`src/rtl/rd_line_sched_if.sv`:
```
// rd_line_sched_if: pixel-domain fetch handshake between the line scheduler (master)
// and the memclk line-read engine (slave). The *_async signals originate in memclk.
interface rd_line_sched_if #(
  parameter int unsigned LINE_W = 11
);
  logic              req;
  logic [LINE_W-1:0] line_addr;
  logic              frame_sel;
  logic              done_async;
  logic              buf_ready_async;

  modport master (
    output req, line_addr, frame_sel,
    input  done_async, buf_ready_async
  );

  modport slave (
    input  req, line_addr, frame_sel,
    output done_async, buf_ready_async
  );
endinterface

```
`src/rtl/rd_line_sched.sv`:
```
// rd_line_sched: pixel-clock scheduler that requests one DDR line fetch per displayed line
// over a 4-phase req/done handshake, selects the front buffer and flags display underrun.
// Optional feature macro: UNDERRUN_CNT_EN builds a saturating underrun counter.
module rd_line_sched #(
  parameter int unsigned LINE_W   = 11,
  parameter int unsigned SYNC_STG = 2,
  parameter int unsigned UCNT_W   = 16
) (
  input  logic              pclk,
  input  logic              rst,
  input  logic [1:0]        mode,
  input  logic              vs,
  input  logic              de,
  rd_line_sched_if.master   rd,
  output logic              frame_start,
  output logic              busy,
  output logic              underrun,
  output logic [UCNT_W-1:0] underrun_cnt
);

  localparam logic [1:0] IDLE      = 2'd0;
  localparam logic [1:0] REQ       = 2'd1;
  localparam logic [1:0] WAIT_DONE = 2'd2;
  localparam logic [1:0] HOLD      = 2'd3;
  localparam logic [1:0] MODE_OFF  = 2'd3;

  logic [1:0]          state, state_n;
  logic [SYNC_STG-1:0] done_sync, rdy_sync;
  logic                done_s, buf_ready_s;
  logic                vs_d, de_d;
  logic                vs_rise, de_rise, de_fall, active;
  logic                frame_pend, frame_pend_n;
  logic                nxt, nxt_n;
  logic                sel_pend, sel_pend_n;
  logic                req_n, sel_n, underrun_n, fire_line;
  logic [LINE_W-1:0]   line_n, depth, last_line;

  // Cross memclk levels into pclk and keep one-cycle history of vs/de for edge detection
  always_ff @(posedge pclk) begin
    if (rst) begin
      done_sync <= '0;
      rdy_sync  <= '0;
      vs_d      <= 1'b0;
      de_d      <= 1'b0;
    end else begin
      done_sync <= {done_sync[SYNC_STG-2:0], rd.done_async};
      rdy_sync  <= {rdy_sync[SYNC_STG-2:0], rd.buf_ready_async};
      vs_d      <= vs;
      de_d      <= de;
    end
  end

  assign done_s      = done_sync[SYNC_STG-1];
  assign buf_ready_s = rdy_sync[SYNC_STG-1];
  assign vs_rise     = vs & ~vs_d;
  assign de_rise     = de & ~de_d;
  assign de_fall     = ~de & de_d;
  assign active      = (mode != MODE_OFF);

  // Lines per frame for the current video mode
  always_comb begin
    depth = LINE_W'(900);
    case (mode)
      2'd0:    depth = LINE_W'(900);
      2'd1:    depth = LINE_W'(768);
      2'd2:    depth = LINE_W'(1080);
      default: depth = LINE_W'(900);
    endcase
    last_line = depth - LINE_W'(1);
  end

  // Next-state and output decode; swaps and line changes happen only in IDLE
  always_comb begin
    state_n      = state;
    req_n        = rd.req;
    line_n       = rd.line_addr;
    sel_n        = rd.frame_sel;
    frame_pend_n = frame_pend;
    nxt_n        = nxt;
    sel_pend_n   = sel_pend;
    underrun_n   = 1'b0;
    fire_line    = active && de_fall && (rd.line_addr < last_line);

    if (active && ((de_rise && ((state != IDLE) || nxt)) || (de_fall && nxt)))
      underrun_n = 1'b1;
    if (fire_line)
      nxt_n = 1'b1;

    if ((state == IDLE) && (sel_pend || (vs_rise && buf_ready_s))) begin
      sel_n      = ~rd.frame_sel;
      sel_pend_n = 1'b0;
    end else if (vs_rise && buf_ready_s) begin
      sel_pend_n = 1'b1;
    end

    case (state)
      IDLE: begin
        if (active) begin
          if (frame_pend) begin
            line_n       = '0;
            frame_pend_n = 1'b0;
            nxt_n        = 1'b0;
            state_n      = REQ;
          end else if (nxt || fire_line) begin
            line_n  = rd.line_addr + LINE_W'(1);
            nxt_n   = 1'b0;
            state_n = REQ;
          end
        end
      end
      REQ: begin
        req_n   = 1'b1;
        state_n = WAIT_DONE;
      end
      WAIT_DONE: begin
        if (done_s) begin
          req_n   = 1'b0;
          state_n = HOLD;
        end
      end
      HOLD: begin
        if (!done_s)
          state_n = IDLE;
      end
      default: state_n = IDLE;
    endcase

    if (vs_rise)
      frame_pend_n = 1'b1;
  end

  // State and registered outputs
  always_ff @(posedge pclk) begin
    if (rst) begin
      state        <= IDLE;
      rd.req       <= 1'b0;
      rd.line_addr <= '0;
      rd.frame_sel <= 1'b0;
      frame_pend   <= 1'b0;
      nxt          <= 1'b0;
      sel_pend     <= 1'b0;
      frame_start  <= 1'b0;
      busy         <= 1'b0;
      underrun     <= 1'b0;
    end else begin
      state        <= state_n;
      rd.req       <= req_n;
      rd.line_addr <= line_n;
      rd.frame_sel <= sel_n;
      frame_pend   <= frame_pend_n;
      nxt          <= nxt_n;
      sel_pend     <= sel_pend_n;
      frame_start  <= vs_rise;
      busy         <= (state_n != IDLE);
      underrun     <= underrun_n;
    end
  end

`ifdef UNDERRUN_CNT_EN
  // Saturating count of underrun pulses, cleared only by reset
  always_ff @(posedge pclk) begin
    if (rst)
      underrun_cnt <= '0;
    else if (underrun_n && (underrun_cnt != {UCNT_W{1'b1}}))
      underrun_cnt <= underrun_cnt + UCNT_W'(1);
  end
`else
  assign underrun_cnt = '0;
`endif

endmodule

```
`src/flat_wrapper.sv`:
```
// flat-port wrapper written by rule: the top's interface ports become plain ports
module rd_line_sched_flat 
#(
  parameter int unsigned LINE_W   = 11,
  parameter int unsigned SYNC_STG = 2,
  parameter int unsigned UCNT_W   = 16
)
  (pclk, rst, mode, vs, de, frame_start, busy, underrun, underrun_cnt, rd_req, rd_line_addr, rd_frame_sel, rd_done_async, rd_buf_ready_async);
  rd_line_sched_if #(.LINE_W(LINE_W)) rd_i ();
  input  logic pclk;
  input  logic rst;
  input  logic [1:0] mode;
  input  logic vs;
  input  logic de;
  output logic frame_start;
  output logic busy;
  output logic underrun;
  output logic [UCNT_W-1:0] underrun_cnt;
  output wire logic [$bits(rd_i.req)-1:0] rd_req;
  output wire logic [$bits(rd_i.line_addr)-1:0] rd_line_addr;
  output wire logic [$bits(rd_i.frame_sel)-1:0] rd_frame_sel;
  input wire logic [$bits(rd_i.done_async)-1:0] rd_done_async;
  input wire logic [$bits(rd_i.buf_ready_async)-1:0] rd_buf_ready_async;
  assign rd_req = rd_i.req;
  assign rd_line_addr = rd_i.line_addr;
  assign rd_frame_sel = rd_i.frame_sel;
  assign rd_i.done_async = rd_done_async;
  assign rd_i.buf_ready_async = rd_buf_ready_async;
  rd_line_sched #(.LINE_W(LINE_W), .SYNC_STG(SYNC_STG), .UCNT_W(UCNT_W)) u_core (.pclk(pclk), .rst(rst), .mode(mode), .vs(vs), .de(de), .rd(rd_i), .frame_start(frame_start), .busy(busy), .underrun(underrun), .underrun_cnt(underrun_cnt));
endmodule
```
`config.mk`:
```
export PLATFORM = sky130hd
export DESIGN_NAME = rd_line_sched_flat
export DESIGN_NICKNAME = d
export VERILOG_FILES = /design/src/rtl/rd_line_sched_if.sv /design/src/rtl/rd_line_sched.sv /design/src/flat_wrapper.sv
export SDC_FILE = /design/constraint.sdc
export NUM_CORES = 1
export LEC_CHECK = 0
export ABC_AREA = 1
export BUFFER_PORTS_ARGS = -buffer_cell sky130_fd_sc_hd__buf_2
export CAP_MARGIN = 20
export CORE_UTILIZATION = 53
export DETAILED_ROUTE_END_ITERATION = 8
export PLACE_DENSITY = 0.8
export SETUP_SLACK_MARGIN = 0.05
export SYNTH_ARGS = -nofsm -noshare
export SYNTH_HDL_FRONTEND = slang
export SYNTH_SLANG_ARGS = --single-unit
```
`constraint.sdc`:
```
create_clock -name pclk -period 1.98 [get_ports pclk]
set_input_delay 0.099 -clock pclk [delete_from_list [all_inputs] [get_ports pclk]]
set_output_delay 0.099 -clock pclk [all_outputs]
set_load 0.03 [all_outputs]
```
==> metrics.txt <==
syn avg cell area 7.06 um2; CTS tree done; clock buffer depth 2; Reg-to-Reg Start u_core.rd.line_addr[10]; Post-Syn Area 0.00163 mm2; Row Count 19; vias per cell 4.93; WL/cell between 10 and 15 um; most frequent cells in the layout 40 x nand2_1, 33 x inv_1, 33 x nor2_1, 27 x dfxtp_1, 23 x buf_2; filler-free cell count of the finished design between 200 and 300; WS Path Type reg -> reg; WL final 3350 um; period utilisation layout 89.3%; met1 Use GR between 20% and 30%; vias in the first global route 1,357; Clk Tree Root Cell clkbuf_4; global route hottest layer met2; final hold vios 0; GP Congestion about 0.85; static leakage 0.935 nW; synth unique cells 29; CTS buffer count 3; final setup vio count 0; share of layout cells above drive strength 1 16.7%; CP Launch Type flip-flop; HPWL after detailed placement 2520 um; Vert. Die Dim 57.5 um; crit path DAT 1980 ps; total clock sinks 27; setup TNS 0 ps; minimum clock period 1770 ps; Port Buffer Count 23; synth top area cells dfxtp_1 33%, ha_1 10%, nand2_1 9.2%; Max Fclk between 500 and 600 MHz; die area 0.00330 mm2; met2 usage around two fifths; overflow left after global routing 0; Initial Util 57.7%; CP startpoint u_core.rd.line_addr[10]; drt first-iter violations 50; failing checks design-rule violations; Hold Startpoint de; total of max-cap violations 0; Top Ports 40; Seq cells post-synth 27; Syn Inst Count 231; peak supply drop 0.000490 V; die span in x 57.5 um; # DRC 1; first-pass GRT wire length 5540 um; largest net degree at the start of global routing 24; clk_lat worst skew 320 ps; R2R cell count 9; Power Density 579 mW/mm2; CP Capture Type flip-flop; Max Slew Vio Count 0; Synth area leader dfxtp_1; status complete, but fails checks; synth warn 0; initial antenna violation count 0; Via Count 1,455; post-synth top area share about 33%; # nets final between 200 and 300; Max FO, Critical Path 11; sequential share of the synthesized area 33.1%; Clock Skew 3.90 ps; gr usage total 21.3%; WP data required 2190 ps; clk slew on worst S/H paths about 150 ps; met3 Usage GRT under 10%; ANT cells 0; first-pass detailed-route iteration total 6; WHS Path Cells 3; H-tree depth 1; Placed Cells incl. Taps 288; commonest non-fill, non-tap cell in the layout nand2_1; core footprint 0.00283 mm2; RSZ-0062 raised after global routing false; Hold Crit Class in -> reg; post-route ant nets 0; Area Growth Syn to Fin 12.1%
-- path summary, 6_finish.rpt --
kind | slack, ps | to
setup / recovery | 210 | u_core.rd.line_addr[9]
hold / removal | 9 | u_core.de_d
hold reg to reg | 420 | u_core.done_sync[1]
setup reg to reg | 210 | u_core.rd.line_addr[9]
-- area by class of cell --
type,instances,area (um2)
clock buffers,3,22.5
clock inverters,1,7.51
fillers,265,1000
inverters,35,131
multi-input cells,161,861
flip-flops and latches,27,541
well taps,31,38.8
repair buffers,37,228
-- worst max-delay path, stage by stage (launching register included) --
cell	delay, ps
dfxtp_1	370
ha_1	300
nand2_1	70
nor2_1	160
nand4_1	150
nand4_2	130
nand3_2	110
buf_4	200
nand3_1	80
a21oi_1	70
-- repair_timing --
action	in CTS	in global routing
resized for setup	0	1
endpoints found under the hold margin	3	0
hold buffers	3	0
buffers inserted	0	0
endpoints found under the setup margin	0	1
-- kinds of logic after synthesis --
family          count (synthesis)  share of synthesized area, %
compound gates                 26                          8.67
xor+xnor                        8                          4.29
fa+ha+maj                      13                          9.97
buf+inv                        58                          17.9
flops                          27                          33.1
other cells                     1                         0.230
simple gates                   98                          25.8
-- per-layer routing --
layer / share of wire, % / up-vias
li1: - / 757
met1: 44 / 660
met2: 51 / 34
met3: 4.2 / 4
met4: 0.93 / 0
met5: 0 / -
-- Yosys cell counts, drive strengths merged --
cell type	count
a2111oi	1
nand4	4
dfxtp	27
xor2	5
inv	35
xnor2	3
o21bai	1
a21oi	16
nor3	1
clkbuf	3
nor2	33
o22ai	1
ha	13
conb	1
o21a	1
nor4	1
nor3b	1
a31oi	1
buf	20
nand2	42
o21ai	5
nand3	16
-- registers in the layout, summed over array words and instances, names as in the netlist --
name,cells
u_core.de_d,1
u_core.sel_pend,1
u_core.frame_start,1
u_core.vs_d,1
u_core.busy,1
u_core.rd.line_addr,11
u_core.state,2
u_core.rd.frame_sel,1
u_core.frame_pend,1
u_core.nxt,1
u_core.underrun,1
u_core.rdy_sync,2
u_core.done_sync,2
u_core.rd.req,1
-- report_power, final --
part	switching [mW]	total, mW	internal (mW)
Combinational	0.166	0.232	0.0656
Clock	0.165	0.242	0.0771
Sequential	0.0182	0.585	0.566
-- through the flow --
stage | total power [mW] | setup slack, ps | instance area [um2] | util (%) | hold slack [ps]
finish | 1.06 | 212 | 1830 | 64.7 | 8.73
global route | 1.12 | 85.3 | 1830 | 64.7 | 10.8
CTS | 1.06 | 227 | 1820 | 64.5 | 2.88
detailed placement | 0.817 | -21.9 | 1760 | 62.4 | 309
global placement | 0.813 | 87.4 | 1760 | 62.4 | 300
floorplan | 0.787 | 215 | 1690 | - | 189
Power figures use the tool's default switching activity.
